$ cat config.mk
export PLATFORM = sky130hd
export DESIGN_NAME = alu_share_arb_flat
export DESIGN_NICKNAME = d
export VERILOG_FILES = /design/src/rtl/alu_share_arb_pkg.sv /design/src/rtl/alu_share_arb_if.sv /design/src/rtl/alu.sv /design/src/rtl/alu_share_arb_rr_arb2.sv /design/src/rtl/alu_share_arb.sv /design/src/flat_wrapper.sv
export SDC_FILE = /design/constraint.sdc
export NUM_CORES = 1
export LEC_CHECK = 0
export BUFFER_PORTS_ARGS = -buffer_cell sky130_fd_sc_hd__clkbuf_2
export CAP_MARGIN = 5
export CELL_PAD_IN_SITES_DETAIL_PLACEMENT = 1
export CELL_PAD_IN_SITES_GLOBAL_PLACEMENT = 1
export CORE_MARGIN = 2
export CORE_UTILIZATION = 36
export DETAILED_ROUTE_END_ITERATION = 6
export PLACE_DENSITY_LB_ADDON = 0.1
export RECOVER_POWER = 25
export SYNTH_ARGS = -nofsm -noshare
export SYNTH_HDL_FRONTEND = slang
export SYNTH_SLANG_ARGS = --single-unit
$ cat constraint.sdc
create_clock -name clk -period 4.5 [get_ports clk]
set_input_delay 0 -clock clk [delete_from_list [all_inputs] [get_ports clk]]
set_output_delay 0 -clock clk [all_outputs]
set_load 0.05 [all_outputs]
$ cat src/rtl/alu_share_arb_pkg.sv
// Shared definitions for the ALU-sharing arbiter: ALU op codes, operand-select
// literals and arbiter state encodings.
package alu_share_arb_pkg;

  localparam logic TRUE  = 1'b1;
  localparam logic FALSE = 1'b0;

  localparam logic [4:0] ALU_ADD  = 5'd0;
  localparam logic [4:0] ALU_SUB  = 5'd1;
  localparam logic [4:0] ALU_SLT  = 5'd2;
  localparam logic [4:0] ALU_SLTU = 5'd3;
  localparam logic [4:0] ALU_XOR  = 5'd4;
  localparam logic [4:0] ALU_OR   = 5'd5;
  localparam logic [4:0] ALU_AND  = 5'd6;
  localparam logic [4:0] ALU_SLL  = 5'd7;
  localparam logic [4:0] ALU_SRL  = 5'd8;
  localparam logic [4:0] ALU_SRA  = 5'd9;

  typedef enum logic {
    ARB_IDLE = 1'b0,
    ARB_HOLD = 1'b1
  } arb_state_e;

endpackage

$ cat src/rtl/alu_share_arb_if.sv
// One requester channel: valid/ready request carrying ALU fields, plus a
// valid/ready response. rsp_result is the arbiter's shared result bus.
interface alu_share_arb_if #(
  parameter int XLEN = 32
);
  logic            req_valid;
  logic            req_ready;
  logic [4:0]      alucode;
  logic [XLEN-1:0] r1;
  logic [XLEN-1:0] r2;
  logic [XLEN-1:0] pc;
  logic [XLEN-1:0] imm;
  logic            using_r2;
  logic            using_pc;
  logic            rsp_valid;
  logic            rsp_ready;
  logic [XLEN-1:0] rsp_result;

  modport master (
    output req_valid, alucode, r1, r2, pc, imm, using_r2, using_pc, rsp_ready,
    input  req_ready, rsp_valid, rsp_result
  );

  modport slave (
    input  req_valid, alucode, r1, r2, pc, imm, using_r2, using_pc, rsp_ready,
    output req_ready, rsp_valid, rsp_result
  );
endinterface

$ cat src/rtl/alu.sv
// Combinational integer ALU: selects operands (pc/r1, r2/imm) and computes the
// result for the given op code.
module alu
  import alu_share_arb_pkg::*;
#(
  parameter int XLEN = 32
) (
  input  logic [4:0]      alucode,
  input  logic [XLEN-1:0] r1,
  input  logic [XLEN-1:0] r2,
  input  logic [XLEN-1:0] pc,
  input  logic [XLEN-1:0] imm,
  input  logic            using_r2,
  input  logic            using_pc,
  output logic [XLEN-1:0] alu_result
);
  localparam int SH_W = $clog2(XLEN);

  logic [XLEN-1:0] op1;
  logic [XLEN-1:0] op2;
  logic [SH_W-1:0] shamt;

  assign op1   = (using_pc == TRUE) ? pc : r1;
  assign op2   = (using_r2 == TRUE) ? r2 : imm;
  assign shamt = op2[SH_W-1:0];

  always_comb begin
    alu_result = '0;
    case (alucode)
      ALU_ADD:  alu_result = op1 + op2;
      ALU_SUB:  alu_result = op1 - op2;
      ALU_SLT:  alu_result[0] = ($signed(op1) < $signed(op2));
      ALU_SLTU: alu_result[0] = (op1 < op2);
      ALU_XOR:  alu_result = op1 ^ op2;
      ALU_OR:   alu_result = op1 | op2;
      ALU_AND:  alu_result = op1 & op2;
      ALU_SLL:  alu_result = op1 << shamt;
      ALU_SRL:  alu_result = op1 >> shamt;
      ALU_SRA:  alu_result = $unsigned($signed(op1) >>> shamt);
      default:  alu_result = '0;
    endcase
  end
endmodule

$ cat src/rtl/alu_share_arb_rr_arb2.sv
// Two-way round-robin selector: a lone valid wins, a tie goes to the
// requester that was not granted last.
module rr_arb2 (
  input  logic [1:0] valid,
  input  logic       last_grant,
  output logic [1:0] grant
);
  always_comb begin
    grant    = 2'b00;
    grant[0] = valid[0] & (~valid[1] | last_grant);
    grant[1] = valid[1] & (~valid[0] | ~last_grant);
  end
endmodule

$ cat src/rtl/alu_share_arb.sv
// Time-shares one ALU between two requesters; one op in flight, registered
// result held until its owner takes it, back-to-back accept on retire.
module alu_share_arb
  import alu_share_arb_pkg::*;
#(
  parameter int XLEN  = 32,
  parameter int CNT_W = 16
) (
  input  logic             clk,
  input  logic             rst_n,
  input  logic             flush,
  alu_share_arb_if.slave   ch0,
  alu_share_arb_if.slave   ch1,
  output logic [CNT_W-1:0] grant_cnt0,
  output logic [CNT_W-1:0] grant_cnt1
);
  arb_state_e      state_reg, state_next;
  logic            owner_reg, owner_next;
  logic            last_grant_reg, last_grant_next;
  logic [1:0]      rsp_valid_reg, rsp_valid_next;
  logic [XLEN-1:0] result_reg, result_next;

  logic [1:0]      valid_vec;
  logic [1:0]      rsp_ready_vec;
  logic [1:0]      grant;
  logic [1:0]      req_ready_vec;
  logic            retire;
  logic            can_accept;
  logic            accept;

  logic [4:0]      alu_code_mux;
  logic [XLEN-1:0] r1_mux, r2_mux, pc_mux, imm_mux;
  logic            using_r2_mux, using_pc_mux;
  logic [XLEN-1:0] alu_result;

  assign valid_vec     = {ch1.req_valid, ch0.req_valid};
  assign rsp_ready_vec = {ch1.rsp_ready, ch0.rsp_ready};

  rr_arb2 u_rr_arb2 (
    .valid      (valid_vec),
    .last_grant (last_grant_reg),
    .grant      (grant)
  );

  // A held response must retire before the ALU can be reused; only the
  // owner's rsp_ready matters.
  assign retire     = (state_reg == ARB_HOLD) && rsp_ready_vec[owner_reg];
  assign can_accept = rst_n && !flush && ((state_reg == ARB_IDLE) || retire);
  assign req_ready_vec = can_accept ? grant : 2'b00;
  assign accept        = |req_ready_vec;

  assign ch0.req_ready = req_ready_vec[0];
  assign ch1.req_ready = req_ready_vec[1];

  always_comb begin
    if (grant[1]) begin
      alu_code_mux = ch1.alucode;
      r1_mux       = ch1.r1;
      r2_mux       = ch1.r2;
      pc_mux       = ch1.pc;
      imm_mux      = ch1.imm;
      using_r2_mux = ch1.using_r2;
      using_pc_mux = ch1.using_pc;
    end else begin
      alu_code_mux = ch0.alucode;
      r1_mux       = ch0.r1;
      r2_mux       = ch0.r2;
      pc_mux       = ch0.pc;
      imm_mux      = ch0.imm;
      using_r2_mux = ch0.using_r2;
      using_pc_mux = ch0.using_pc;
    end
  end

  alu #(
    .XLEN (XLEN)
  ) u_alu (
    .alucode    (alu_code_mux),
    .r1         (r1_mux),
    .r2         (r2_mux),
    .pc         (pc_mux),
    .imm        (imm_mux),
    .using_r2   (using_r2_mux),
    .using_pc   (using_pc_mux),
    .alu_result (alu_result)
  );

  always_ff @(posedge clk or negedge rst_n) begin
    if (!rst_n) begin
      state_reg      <= ARB_IDLE;
      owner_reg      <= 1'b0;
      last_grant_reg <= 1'b1;
      rsp_valid_reg  <= 2'b00;
      result_reg     <= '0;
    end else begin
      state_reg      <= state_next;
      owner_reg      <= owner_next;
      last_grant_reg <= last_grant_next;
      rsp_valid_reg  <= rsp_valid_next;
      result_reg     <= result_next;
    end
  end

  always_comb begin
    state_next      = state_reg;
    owner_next      = owner_reg;
    last_grant_next = last_grant_reg;
    rsp_valid_next  = rsp_valid_reg;
    result_next     = result_reg;
    if (flush) begin
      state_next     = ARB_IDLE;
      rsp_valid_next = 2'b00;
    end else if (accept) begin
      state_next      = ARB_HOLD;
      owner_next      = req_ready_vec[1];
      last_grant_next = req_ready_vec[1];
      rsp_valid_next  = req_ready_vec;
      result_next     = alu_result;
    end else if (retire) begin
      state_next     = ARB_IDLE;
      rsp_valid_next = 2'b00;
    end
  end

  assign ch0.rsp_valid  = rsp_valid_reg[0];
  assign ch1.rsp_valid  = rsp_valid_reg[1];
  assign ch0.rsp_result = result_reg;
  assign ch1.rsp_result = result_reg;

  genvar gi;
  generate
    for (gi = 0; gi < 2; gi++) begin : g_cnt
      logic [CNT_W-1:0] cnt_reg;
      logic [CNT_W-1:0] cnt_next;

      always_comb begin
        cnt_next = cnt_reg;
        if (req_ready_vec[gi] && (cnt_reg != {CNT_W{1'b1}}))
          cnt_next = cnt_reg + CNT_W'(1);
      end

      always_ff @(posedge clk or negedge rst_n) begin
        if (!rst_n) cnt_reg <= '0;
        else        cnt_reg <= cnt_next;
      end
    end
  endgenerate

  assign grant_cnt0 = g_cnt[0].cnt_reg;
  assign grant_cnt1 = g_cnt[1].cnt_reg;
endmodule

$ cat src/flat_wrapper.sv
// flat-port wrapper written by rule: the top's interface ports become plain ports
module alu_share_arb_flat import alu_share_arb_pkg::*;
#(
  parameter int XLEN  = 32,
  parameter int CNT_W = 16
)
  (clk, rst_n, flush, grant_cnt0, grant_cnt1, ch0_req_valid, ch0_alucode, ch0_r1, ch0_r2, ch0_pc, ch0_imm, ch0_using_r2, ch0_using_pc, ch0_rsp_ready, ch0_req_ready, ch0_rsp_valid, ch0_rsp_result, ch1_req_valid, ch1_alucode, ch1_r1, ch1_r2, ch1_pc, ch1_imm, ch1_using_r2, ch1_using_pc, ch1_rsp_ready, ch1_req_ready, ch1_rsp_valid, ch1_rsp_result);
  alu_share_arb_if #(.XLEN(XLEN)) ch0_i ();
  alu_share_arb_if #(.XLEN(XLEN)) ch1_i ();
  input  logic clk;
  input  logic rst_n;
  input  logic flush;
  output logic [CNT_W-1:0] grant_cnt0;
  output logic [CNT_W-1:0] grant_cnt1;
  input wire logic [$bits(ch0_i.req_valid)-1:0] ch0_req_valid;
  input wire logic [$bits(ch0_i.alucode)-1:0] ch0_alucode;
  input wire logic [$bits(ch0_i.r1)-1:0] ch0_r1;
  input wire logic [$bits(ch0_i.r2)-1:0] ch0_r2;
  input wire logic [$bits(ch0_i.pc)-1:0] ch0_pc;
  input wire logic [$bits(ch0_i.imm)-1:0] ch0_imm;
  input wire logic [$bits(ch0_i.using_r2)-1:0] ch0_using_r2;
  input wire logic [$bits(ch0_i.using_pc)-1:0] ch0_using_pc;
  input wire logic [$bits(ch0_i.rsp_ready)-1:0] ch0_rsp_ready;
  output wire logic [$bits(ch0_i.req_ready)-1:0] ch0_req_ready;
  output wire logic [$bits(ch0_i.rsp_valid)-1:0] ch0_rsp_valid;
  output wire logic [$bits(ch0_i.rsp_result)-1:0] ch0_rsp_result;
  input wire logic [$bits(ch1_i.req_valid)-1:0] ch1_req_valid;
  input wire logic [$bits(ch1_i.alucode)-1:0] ch1_alucode;
  input wire logic [$bits(ch1_i.r1)-1:0] ch1_r1;
  input wire logic [$bits(ch1_i.r2)-1:0] ch1_r2;
  input wire logic [$bits(ch1_i.pc)-1:0] ch1_pc;
  input wire logic [$bits(ch1_i.imm)-1:0] ch1_imm;
  input wire logic [$bits(ch1_i.using_r2)-1:0] ch1_using_r2;
  input wire logic [$bits(ch1_i.using_pc)-1:0] ch1_using_pc;
  input wire logic [$bits(ch1_i.rsp_ready)-1:0] ch1_rsp_ready;
  output wire logic [$bits(ch1_i.req_ready)-1:0] ch1_req_ready;
  output wire logic [$bits(ch1_i.rsp_valid)-1:0] ch1_rsp_valid;
  output wire logic [$bits(ch1_i.rsp_result)-1:0] ch1_rsp_result;
  assign ch0_i.req_valid = ch0_req_valid;
  assign ch0_i.alucode = ch0_alucode;
  assign ch0_i.r1 = ch0_r1;
  assign ch0_i.r2 = ch0_r2;
  assign ch0_i.pc = ch0_pc;
  assign ch0_i.imm = ch0_imm;
  assign ch0_i.using_r2 = ch0_using_r2;
  assign ch0_i.using_pc = ch0_using_pc;
  assign ch0_i.rsp_ready = ch0_rsp_ready;
  assign ch0_req_ready = ch0_i.req_ready;
  assign ch0_rsp_valid = ch0_i.rsp_valid;
  assign ch0_rsp_result = ch0_i.rsp_result;
  assign ch1_i.req_valid = ch1_req_valid;
  assign ch1_i.alucode = ch1_alucode;
  assign ch1_i.r1 = ch1_r1;
  assign ch1_i.r2 = ch1_r2;
  assign ch1_i.pc = ch1_pc;
  assign ch1_i.imm = ch1_imm;
  assign ch1_i.using_r2 = ch1_using_r2;
  assign ch1_i.using_pc = ch1_using_pc;
  assign ch1_i.rsp_ready = ch1_rsp_ready;
  assign ch1_req_ready = ch1_i.req_ready;
  assign ch1_rsp_valid = ch1_i.rsp_valid;
  assign ch1_rsp_result = ch1_i.rsp_result;
  alu_share_arb #(.XLEN(XLEN), .CNT_W(CNT_W)) u_core (.clk(clk), .rst_n(rst_n), .flush(flush), .ch0(ch0_i), .ch1(ch1_i), .grant_cnt0(grant_cnt0), .grant_cnt1(grant_cnt1));
endmodule
## Word level (Yosys, flattened, before mapping)

Index checks and enable logic that the tools add are counted.

- Input port bits: 277
- Word-level logic and storage cells: 71
- Register bits: 69
- Output and inout bits: 100

- Magnitude comparators: 3
- Bitwise gates (word level): 12
- Reductions and logical operators: 11
- $add $sub $neg: 4
- Equality and inequality tests: 11
- Multiplexer cells: 20
- Shift-type cells: 3

Operators by type and width:

| kind | count |
|---|---|
| 31-bit one-hot mux with 8 select lines | 1 |
| 32-bit 2-to-1 mux | 6 |
| 32-bit less-than comparator | 2 |
| 16-bit by 1-bit adder with 16-bit output, second input constant | 2 |
| 32-bit adder | 1 |
| 32-bit AND | 1 |
| 16-bit != test, second input constant | 2 |
| 32-bit OR | 1 |
| 32-bit by 5-bit << shifter with 32-bit output | 1 |
| 32-bit by 5-bit >> shifter with 32-bit output | 1 |
| 32-bit by 5-bit >>> shifter with 32-bit output | 1 |
| 32-bit subtractor | 1 |
| 32-bit bitwise XOR | 1 |
| 5-bit by 3-bit equality test with 1-bit output, second input constant | 4 |
| 5-bit by 2-bit equality test with 1-bit output, second input constant | 2 |
| 5-bit by 4-bit equality test with 1-bit output, second input constant | 2 |
| 1-bit one-hot mux with 10 select lines | 1 |
| 2-bit 2-to-1 mux | 4 |
| 1-bit 2-to-1 mux | 7 |
| 5-bit by 1-bit equality test with 1-bit output, second input constant | 1 |
| 1-bit logical AND | 5 |
| 5-bit logical NOT | 1 |
| 5-bit 2-to-1 mux | 1 |
| 1-bit NOT | 5 |
| other kinds (8) | 10 |

## Depth between registers and ports, before layout

Gate-level depths: netlist (run 1).

- Depth after elaboration: 9
- Depth in mapped cells: 20
- Depth with buffers taken out: 14

## Hierarchy

Synthesis (run 1) repeated with hierarchy kept, for this count alone.

- Cell total of the unflattened synthesis: 1798
- Area total of the unflattened synthesis: 14178.6 um^2

Modules (own cells, without submodules):

| module | seq. area each (um^2) | cells an instance | area an instance (um^2) | instances |
|---|---|---|---|---|
| alu | 0.0 | 1393 | 9404.0 | 1 |
| alu_share_arb | 1727.9 | 402 | 4755.8 | 1 |
| rr_arb2 | 0.0 | 3 | 18.8 | 1 |

## Worst setup path after synthesis (run 1)

OpenSTA, ideal clock, no wires.

- Path type: reg2reg
- Start: register u_core.last_grant_reg
- End: register u_core.result_reg[31] (netlist: u_core.ch0.rsp_result[31])
- Library setup time: 0.124 ns
- Data arrival time: 4.479 ns
- Setup slack: -0.103 ns
- Cell stages (with the launch flop): 18
- Data required time: 4.376 ns
- Cell sequence: dfstp_2 -> a21bo_1 -> buf_4 -> buf_6 -> buf_2 -> mux2i_2 -> buf_2 -> clkbuf_1 -> ha_1 -> a21oi_1 -> nor3b_2 -> a211oi_1 -> or3_1 -> a221oi_2 -> o21bai_1 -> a311o_1 -> mux2i_1 -> o31a_1

- Longest elaborated chain between the ends: 7
- Elaborated cells on any way between the ends: 34
- Those cells by class: add/sub (2); eq/ne (7); shift (3); mux (11); bitwise (8); reduce/logical (3)

Ends and longest elaborated chain:

| element | line | RTL |
|---|---|---|
| start: declaration | alu_share_arb.sv:19 | `logic last_grant_reg, last_grant_next;` |
| start signal: assignment | alu_share_arb.sv:98 | `last_grant_reg <= last_grant_next;` |
| 1-bit NOT | alu_share_arb_rr_arb2.sv:11 | `grant[1] = valid[1] & (~valid[0] \| ~last_grant);` |
| 1-bit OR | alu_share_arb_rr_arb2.sv:11 |  |
| 1-bit AND | alu_share_arb_rr_arb2.sv:11 |  |
| 32-bit 2-to-1 mux / 1-bit 2-to-1 mux (equally long branches) | alu_share_arb.sv:56 | `if (grant[1]) begin` |
| 32-bit 2-to-1 mux, on equally long branches | alu.sv:23, alu.sv:24 |  |
| 32-bit subtractor (tied with other cells) | alu.sv:31 | `ALU_SUB: alu_result = op1 - op2;` |
| 31-bit one-hot mux with 8 select lines | alu.sv:29 | `case (alucode)` |
| end signal: assignment | alu_share_arb.sv:100 | `result_reg <= result_next;` |
| end: declaration | alu_share_arb.sv:21 | `logic [XLEN-1:0] result_reg, result_next;` |

Parallel ways exist; a longest one is shown, timed or not.
A chain may end at the register's enable or synchronous reset.

## Final worst setup path (run 1)

Same ends and word-level chain as after synthesis.

==> results of run 1 <==
repair_timing:
action,in CTS,in global routing
endpoints found under the setup margin,1,9
gates resized for setup,2,14
endpoints found under the hold margin,25,0
pin swaps,0,4
buffers inserted,0,2
hold buffers,3,0
area by class of cell:
class / instances / area share
Sequential cell: 69 / 0.09426
Timing Repair Buffer: 566 / 0.1857
Clock inverter: 7 / 0.005802
Multi-Input combinational cell: 1588 / 0.6430
Clock buffer: 9 / 0.01229
Tap cell: 532 / 0.03631
Inverter: 111 / 0.02273
layer usage:
layer | vias to the layer above | share of wire | track usage
li1 | 7968 | - | -
met1 | 8695 | 0.42 | 0.5059
met2 | 1028 | 0.43 | 0.6013
met3 | 176 | 0.095 | 0.07805
met4 | 4 | 0.056 | 0.2005
met5 | - | 0.00031 | 0
cell families (layout without fill, tap and decap cells):
kind of cell,after synthesis,after routing
compound gates,593,593
simple gates,525,525
mux,322,322
buf+inv,281,693
fa+ha+maj,110,110
flops,69,69
xor+xnor,38,38
where the power goes:
group / internal, mW / switching [mW]
combinational: 1.55 / 2.85
sequential: 0.685 / 0.0808
clock: 0.497 / 0.380
total: 2.73 / 3.31
cell usage in the layout, fill, tap and decap left out, types with 39 or more instances in the layout:
master	Yosys	layout
clkbuf_2	0	339
mux2i_1	249	249
nand2_1	198	198
buf_4	44	175
nor2_1	140	140
a21oi_1	113	109
ha_1	108	108
inv_1	100	100
o21ai_0	91	90
dfrtp_1	68	68
mux2_2	56	56
nand3_1	45	45
o21a_1	39	39
worst paths after layout:
| kind | start | to | slack, ps |
|---|---|---|---|
| worst max-delay path | u_core.last_grant_reg$_DFFE_PN1P_ | u_core.ch0.rsp_result[31]$_DFFE_PN0P_ | 110 |
| worst min-delay path | ch0_req_valid | u_core.rsp_valid_reg[0]$_DFFE_PN0P_ | 40 |
| worst max register to register | u_core.last_grant_reg$_DFFE_PN1P_ | u_core.ch0.rsp_result[31]$_DFFE_PN0P_ | 110 |
| worst min register to register | u_core.grant_cnt0[5]$_DFFE_PN0P_ | u_core.grant_cnt0[5]$_DFFE_PN0P_ | 500 |
| max in group asynchronous | rst_n | u_core.ch0.rsp_result[1]$_DFFE_PN0P_ | 1910 |
| min in group asynchronous | rst_n | u_core.rsp_valid_reg[1]$_DFFE_PN0P_ | 940 |
stage by stage:
stage                     utilization  setup TNS [ps]
after global placement         0.4411          -258.5
after floorplan                     -               0
after detailed placement       0.4411          -218.2
after global routing           0.4510               0
after CTS                      0.4501               0
final                          0.4510               0
worst max-delay path, delay by kind of cell (launching register included):
family | cells | cell delay, ps
AND/OR/NAND/NOR | 2 | 790
multiplexers | 2 | 520
AO/OA/AOI/OAI | 7 | 1790
buffers and inverters | 3 | 540
adder cells (fa/ha/maj) | 1 | 240
flip-flops | 1 | 380
==> out/metrics.csv, run 1 <==
stage,metric,value,unit
run_status,status,"complete, but fails checks",
run_status,failing checks,"max-capacitance violations, max-slew violations",
setup_path,Arrival @ worst endpoint,4650,ps
place,placed insts,2861,
place,PortBufs,376,
finish,Layout fillers,5167,
synthesis,Mapped Area,14730,um2
finish,Reg area,1728,um2
synthesis,post-synthesis mux area share,0.2323,
floorplan,Die X,206.3,um
finish,design area,18330,um2
synthesis,post-synthesis compound-gate area fraction,0.2813,
synthesis,cell count after synthesis,1938,
drt,Post-Route WL,84.26,mm
global_route,initial antenna violation count,2,
global_route,vias in the first global route,17670,
setup_path,Worst path most repeated cell,buf_4,
synthesis,Post-Synth Adder-Cell Area,0.09445,
setup_path,CP endpoint kind,flop,
sta,endpoints failing hold,0,
synthesis,combinational family with the most area after synthesis,compound AO/OA/AOI/OAI gates,
synthesis,register area share after synthesis,0.1173,
synthesis,top-count cell post-synth,mux2i_1,
synthesis,ys flop type,dfrtp_1,
clock_network,CTS tree,yes,
synthesis,Avg Inst Size Synth,7.601,um2
synthesis,list of most frequent post-synthesis cells,"249 x mux2i_1, 198 x nand2_1, 140 x nor2_1",
setup_path,CP startpoint kind,flop,
sta,Fin Clk Skew,20.13,ps
clock_network,root buffer cell,clkbuf_16,
drt,Via density,6.201,
power_and_ir_drop,worst IR drop on VDD,0.1508,mV
power_and_ir_drop,Tot Pwr,6.036,mW
clock_network,H-tree Lvls,3,
finish,layout cells sized above 1,0.2830,
synthesis,main area contributors after synthesis,"mux2i_1 17%, dfrtp_1 12%, ha_1 9.2%",
global_route,pin count of the biggest net entering global routing,66,
finish,n_diodes,0,
sta,RSZ-0062 raised after global routing,false,
floorplan,Core Region,40650,um2
setup_path,maximum fanout along the worst path,6,
synthesis,synth warn,0,
clock_network,clk sink count,69,
setup_path,CP Class,reg2reg,
sta,max_slew headroom,-0.1718,
sta,Max Slew Vio Count,25,
drt,WL/cell,29.24,um
power_and_ir_drop,Pleak,8.901,nW
synthesis,Post-synth EDFFs,0,
setup_path,max incr delay on CP,490,ps
synthesis,Synth area leader,mux2i_1,
floorplan,die height,206.3,um
run,maxcap violations,1,
floorplan,site row count,74,
drt,first-pass iteration count of the detailed router,6,
finish,nets@finish,2732,
finish,post-route insts no fill,2882,
finish,Layout area overhead,24.43,%
global_route,GRT Overall Usage,0.3873,
synthesis,synth unique cells,97,
drt,Antenna Nets Post-Route,0,
place,pre-CTS setup slack,-218.2,ps
sta,setup slack after layout,110.0,ps
synthesis,Post-Synth Simple-Gate Area,0.1616,
synthesis,#FFs+latches synth,69,
clock_network,Max Buffers Root-to-Sink,2,
place,final weighted congestion in routability-driven placement,1.008,
global_route,first-pass GRT wire length,119.7,mm
place,DP HPWL,67.94,mm
power_and_ir_drop,Cell Pwr Density,329.2,nW/um2
sta,Max Freq,227.8,MHz
drt,Vias,17870,
synthesis,post-synth net total,2325,
drt,DRT iter0 DRCs,1942,
global_route,total gr overflow,0,
setup_path,critical path's slowest cell,or3_1,
sta,Worst-Margin Slew,1758,ps
clock_network,Worst-path clk slew,80,ps
synthesis,Post-Synth XOR/XNOR Area,0.02259,
floorplan,I/O pins,377,
floorplan,Total Die Area,42560,um2
setup_path,CP required,4760,ps
synthesis,Async SR Flop Fraction,1.000,
place,Post-DP Area,17930,um2
clock_network,TritonCTS buffer count,9,
clock_network,clock insertion delay at the later pin of the skew report,380,ps
min_path,hold path depth,3,
min_path,Hold Crit Class,in2reg,
sta,fin crit period,4390,ps
setup_path,crit-path cells,"buf_4, a21boi_4, buf_4, mux2_2, ha_1, a21oi_2, nor3b_4, a211oi_1, buf_4, or3_1, a221oi_4, o21bai_1, a311o_1, mux2i_1, o31a_1",
sta,Final setup viols,0,
drt,# DRC,0,
sta,hold slack,35.64,ps
setup_path,worst-case reg-to-reg path depth,15,
finish,number of flip-flops under the largest register name,32,
finish,Multi-input gate area,11790,um2
sta,fin crit share,0.9756,
synthesis,top cell type's share of synthesized area,0.1692,
floorplan,Initial Util,0.3624,
(Power assumes the default switching activity.)
==> inputs of run 2 (changes only) <==
--- a/config.mk
+++ b/config.mk
@@ -13,3 +13,5 @@
 export CORE_UTILIZATION = 36
+export CTS_CLUSTER_SIZE = 30
 export DETAILED_ROUTE_END_ITERATION = 6
+export HOLD_SLACK_MARGIN = 0.06
 export PLACE_DENSITY_LB_ADDON = 0.1
==> constraint.sdc (replaced) <==
create_clock -name clk -period 4.5 [get_ports clk]
set_input_delay 0.675 -clock clk [delete_from_list [all_inputs] [get_ports clk]]
set_output_delay 0.675 -clock clk [all_outputs]
set_load 0.05 [all_outputs]
==> run 2 against run 1 <==
  * The run still ends with max-capacitance violations, max-slew violations left
  * Sequential power shrank 0.7%
  * Sequential share of layout area shrank 0.65 points
  * Hold slack gained 460 ps
  * Combinational power grew 8.7%
  * Via count grew 3.2%
  * Core utilization grew 3.3 points
  * Global-route usage shrank 1.2 points
  * Maximum frequency shrank 1.5%
==> out/metrics.csv, run 2 (synthesized netlist as in run 1, its figures left out) <==
stage,metric,value,unit,change
setup_path,Arrival @ worst endpoint,4760,ps,was 4650 ps
finish,most frequent cells in the layout,"376 x clkbuf_2, 339 x buf_4, 247 x mux2i_1",,"was 339 x clkbuf_2, 249 x mux2i_1, 198 x nand2_1"
clock_network,Hold Buf Count CTS,0,,was 3
floorplan,Die X,206.3,um,unchanged
drt,WL/cell,26.64,um,was 29.24 um
sta,Final setup viols,0,,unchanged
setup_path,worst-case reg-to-reg path depth,15,,unchanged
power_and_ir_drop,Cell Pwr Density,323.7,nW/um2,was 329.2 nW/um2
run_status,status,"complete, but fails checks",,unchanged
global_route,met2 GRT Util,0.5931,,was 0.6013
clock_network,Max Buffers Root-to-Sink,2,,unchanged
power_and_ir_drop,worst IR drop on VDD,0.2031,mV,was 0.1508 mV
sta,hold slack,497.4,ps,was 35.64 ps
clock_network,root buffer cell,clkbuf_16,,unchanged
drt,Antenna Nets Post-Route,0,,unchanged
sta,Max Slew Vio Count,29,,was 25
global_route,grt met1 use,0.5016,,was 0.5059
floorplan,die height,206.3,um,unchanged
finish,Layout area overhead,33.59,%,was 24.43%
run,maxcap violations,1,,unchanged
clock_network,clock insertion delay at the later pin of the skew report,380,ps,about the same
sta,setup slack after layout,43.11,ps,was 110.0 ps
finish,"commonest non-fill, non-tap cell in the layout",clkbuf_2,,unchanged
drt,Post-Route WL,81.18,mm,was 84.26 mm
setup_path,maximum fanout along the worst path,9,,was 6
finish,n_diodes,0,,unchanged
run_status,failing checks,"max-capacitance violations, max-slew violations",,unchanged
sta,fin crit period,4457,ps,was 4390 ps
floorplan,Initial Util,0.3624,,unchanged
global_route,first-pass GRT wire length,118.7,mm,was 119.7 mm
global_route,GR Util met3,0.05550,,was 0.07805
place,PortBufs,376,,unchanged
drt,first-pass iteration count of the detailed router,5,,was 6
place,DP HPWL,66.90,mm,was 67.94 mm
finish,"Core Util, Final",0.4842,,was 0.4510
place,final weighted congestion in routability-driven placement,0.9816,,was 1.008
global_route,total gr overflow,0,,unchanged
drt,Vias,18440,,was 17870
sta,Fin Clk Skew,17.83,ps,was 20.13 ps
drt,DRT iter0 DRCs,1728,,was 1942
sta,fin crit share,0.9904,,was 0.9756
drt,# DRC,0,,unchanged
setup_path,CP endpoint kind,flop,,unchanged
floorplan,Total Die Area,42560,um2,unchanged
power_and_ir_drop,Pleak,9.826,nW,was 8.901 nW
global_route,pin count of the biggest net entering global routing,66,,unchanged
min_path,hold path depth,1,,was 3
sta,max_slew headroom,-0.03859,,was -0.1718
sta,Worst-Margin Slew,1558,ps,was 1758 ps
global_route,gr busiest metal,met2,,unchanged
global_route,GRT Overall Usage,0.3756,,was 0.3873
drt,Via density,6.052,,was 6.201
floorplan,Core Region,40650,um2,unchanged
clock_network,TritonCTS buffer count,9,,unchanged
global_route,initial antenna violation count,2,,unchanged
clock_network,H-tree Lvls,3,,unchanged
sta,Max Freq,224.4,MHz,was 227.8 MHz
setup_path,CP required,4800,ps,was 4760 ps
clock_network,Worst-path clk slew,60,ps,was 80 ps
finish,nets@finish,2897,,was 2732
sta,endpoints failing hold,0,,unchanged
finish,layout cells sized above 1,0.3487,,was 0.2830
setup_path,CP Class,in2reg,,was reg2reg
setup_path,CP startpoint kind,primary input,,was flop
finish,number of flip-flops under the largest register name,32,,unchanged
clock_network,clk sink count,69,,unchanged
clock_network,CTS tree,yes,,unchanged
place,pre-CTS setup slack,-538.9,ps,was -218.2 ps
global_route,vias in the first global route,18550,,was 17670
min_path,Hold Crit Class,reg2reg,,was in2reg
floorplan,site row count,74,,unchanged
floorplan,I/O pins,377,,unchanged
## run 2: cell count changes in the layout (fill, tap and decap cells not counted), moves of 3 or more
cell / before / now
clkbuf_1: 38 / 2
clkbuf_2: 339 / 376
buf_4: 175 / 339
dlygate4sd3_1: 3 / 0
## run 2: report_power, final
part           leakage, nW  internal, mW  total [mW]  switching, mW
Combinational         8.74          1.87        4.77           2.91
Sequential           0.927         0.685       0.760         0.0753
Clock                0.160         0.488       0.837          0.349
## run 2: worst paths after layout
path / from / endpoint / slack (ps)
min in group asynchronous: rst_n / u_core.grant_cnt0[7]$_DFFE_PN0P_ / 1060
hold / removal: u_core.grant_cnt1[8]$_DFFE_PN0P_ / u_core.grant_cnt1[8]$_DFFE_PN0P_ / 500
setup / recovery: ch0_req_valid / u_core.ch0.rsp_result[28]$_DFFE_PN0P_ / 40
setup reg to reg: u_core.last_grant_reg$_DFFE_PN1P_ / u_core.ch0.rsp_result[28]$_DFFE_PN0P_ / 110
hold reg to reg: u_core.grant_cnt1[8]$_DFFE_PN0P_ / u_core.grant_cnt1[8]$_DFFE_PN0P_ / 500
max in group asynchronous: rst_n / u_core.ch0.rsp_result[31]$_DFFE_PN0P_ / 1400
## run 2: critical path: stages
cell and delay (ps):
clkbuf_2 100, buf_4 150, a21boi_4 220, buf_12 170
buf_4 120, mux2i_1 520, ha_1 370, buf_4 190
a21oi_1 420, nand2_1 160, a221o_1 410, a211o_1 350
a41o_1 270, o221a_1 220, or3_1 330, o211ai_2 80
## run 2: per-layer routing
metal	wire, um	vias up
li1	-	8297
met1	34970	9036
met2	35600	927
met3	6602	179
met4	4013	0
met5	0	-
## run 2: area by class of cell
cell class / instances / area (um2)
clock buffer: 9 / 225.2
clock inverter: 7 / 100.1
fill: 5181 / 20970
inverter: 111 / 419.2
multi-input combinational: 1588 / 11840
sequential: 69 / 1728
tap: 532 / 665.6
timing repair buffer: 731 / 4706
## run 2: through the flow
stage | TNS, ps | instance area (um2) | std cells | total power [mW]
3_3_place_gp | -4428 | 19280 | 3030 | 5.324
4_1_cts | 0 | 19610 | 3046 | 6.254
6_report | 0 | 19680 | 3047 | 6.370
2_1_floorplan | -16.90 | 14900 | 1938 | 3.397
3_5_place_dp | -4240 | 19280 | 3030 | 5.381
5_1_grt | -4.849 | 19680 | 3047 | 6.693
## run 2: what timing repair did
item,CTS,global route
pin swaps,0,2
buffers inserted,0,1
resized for setup,4,12
endpoints found under the setup margin,3,13
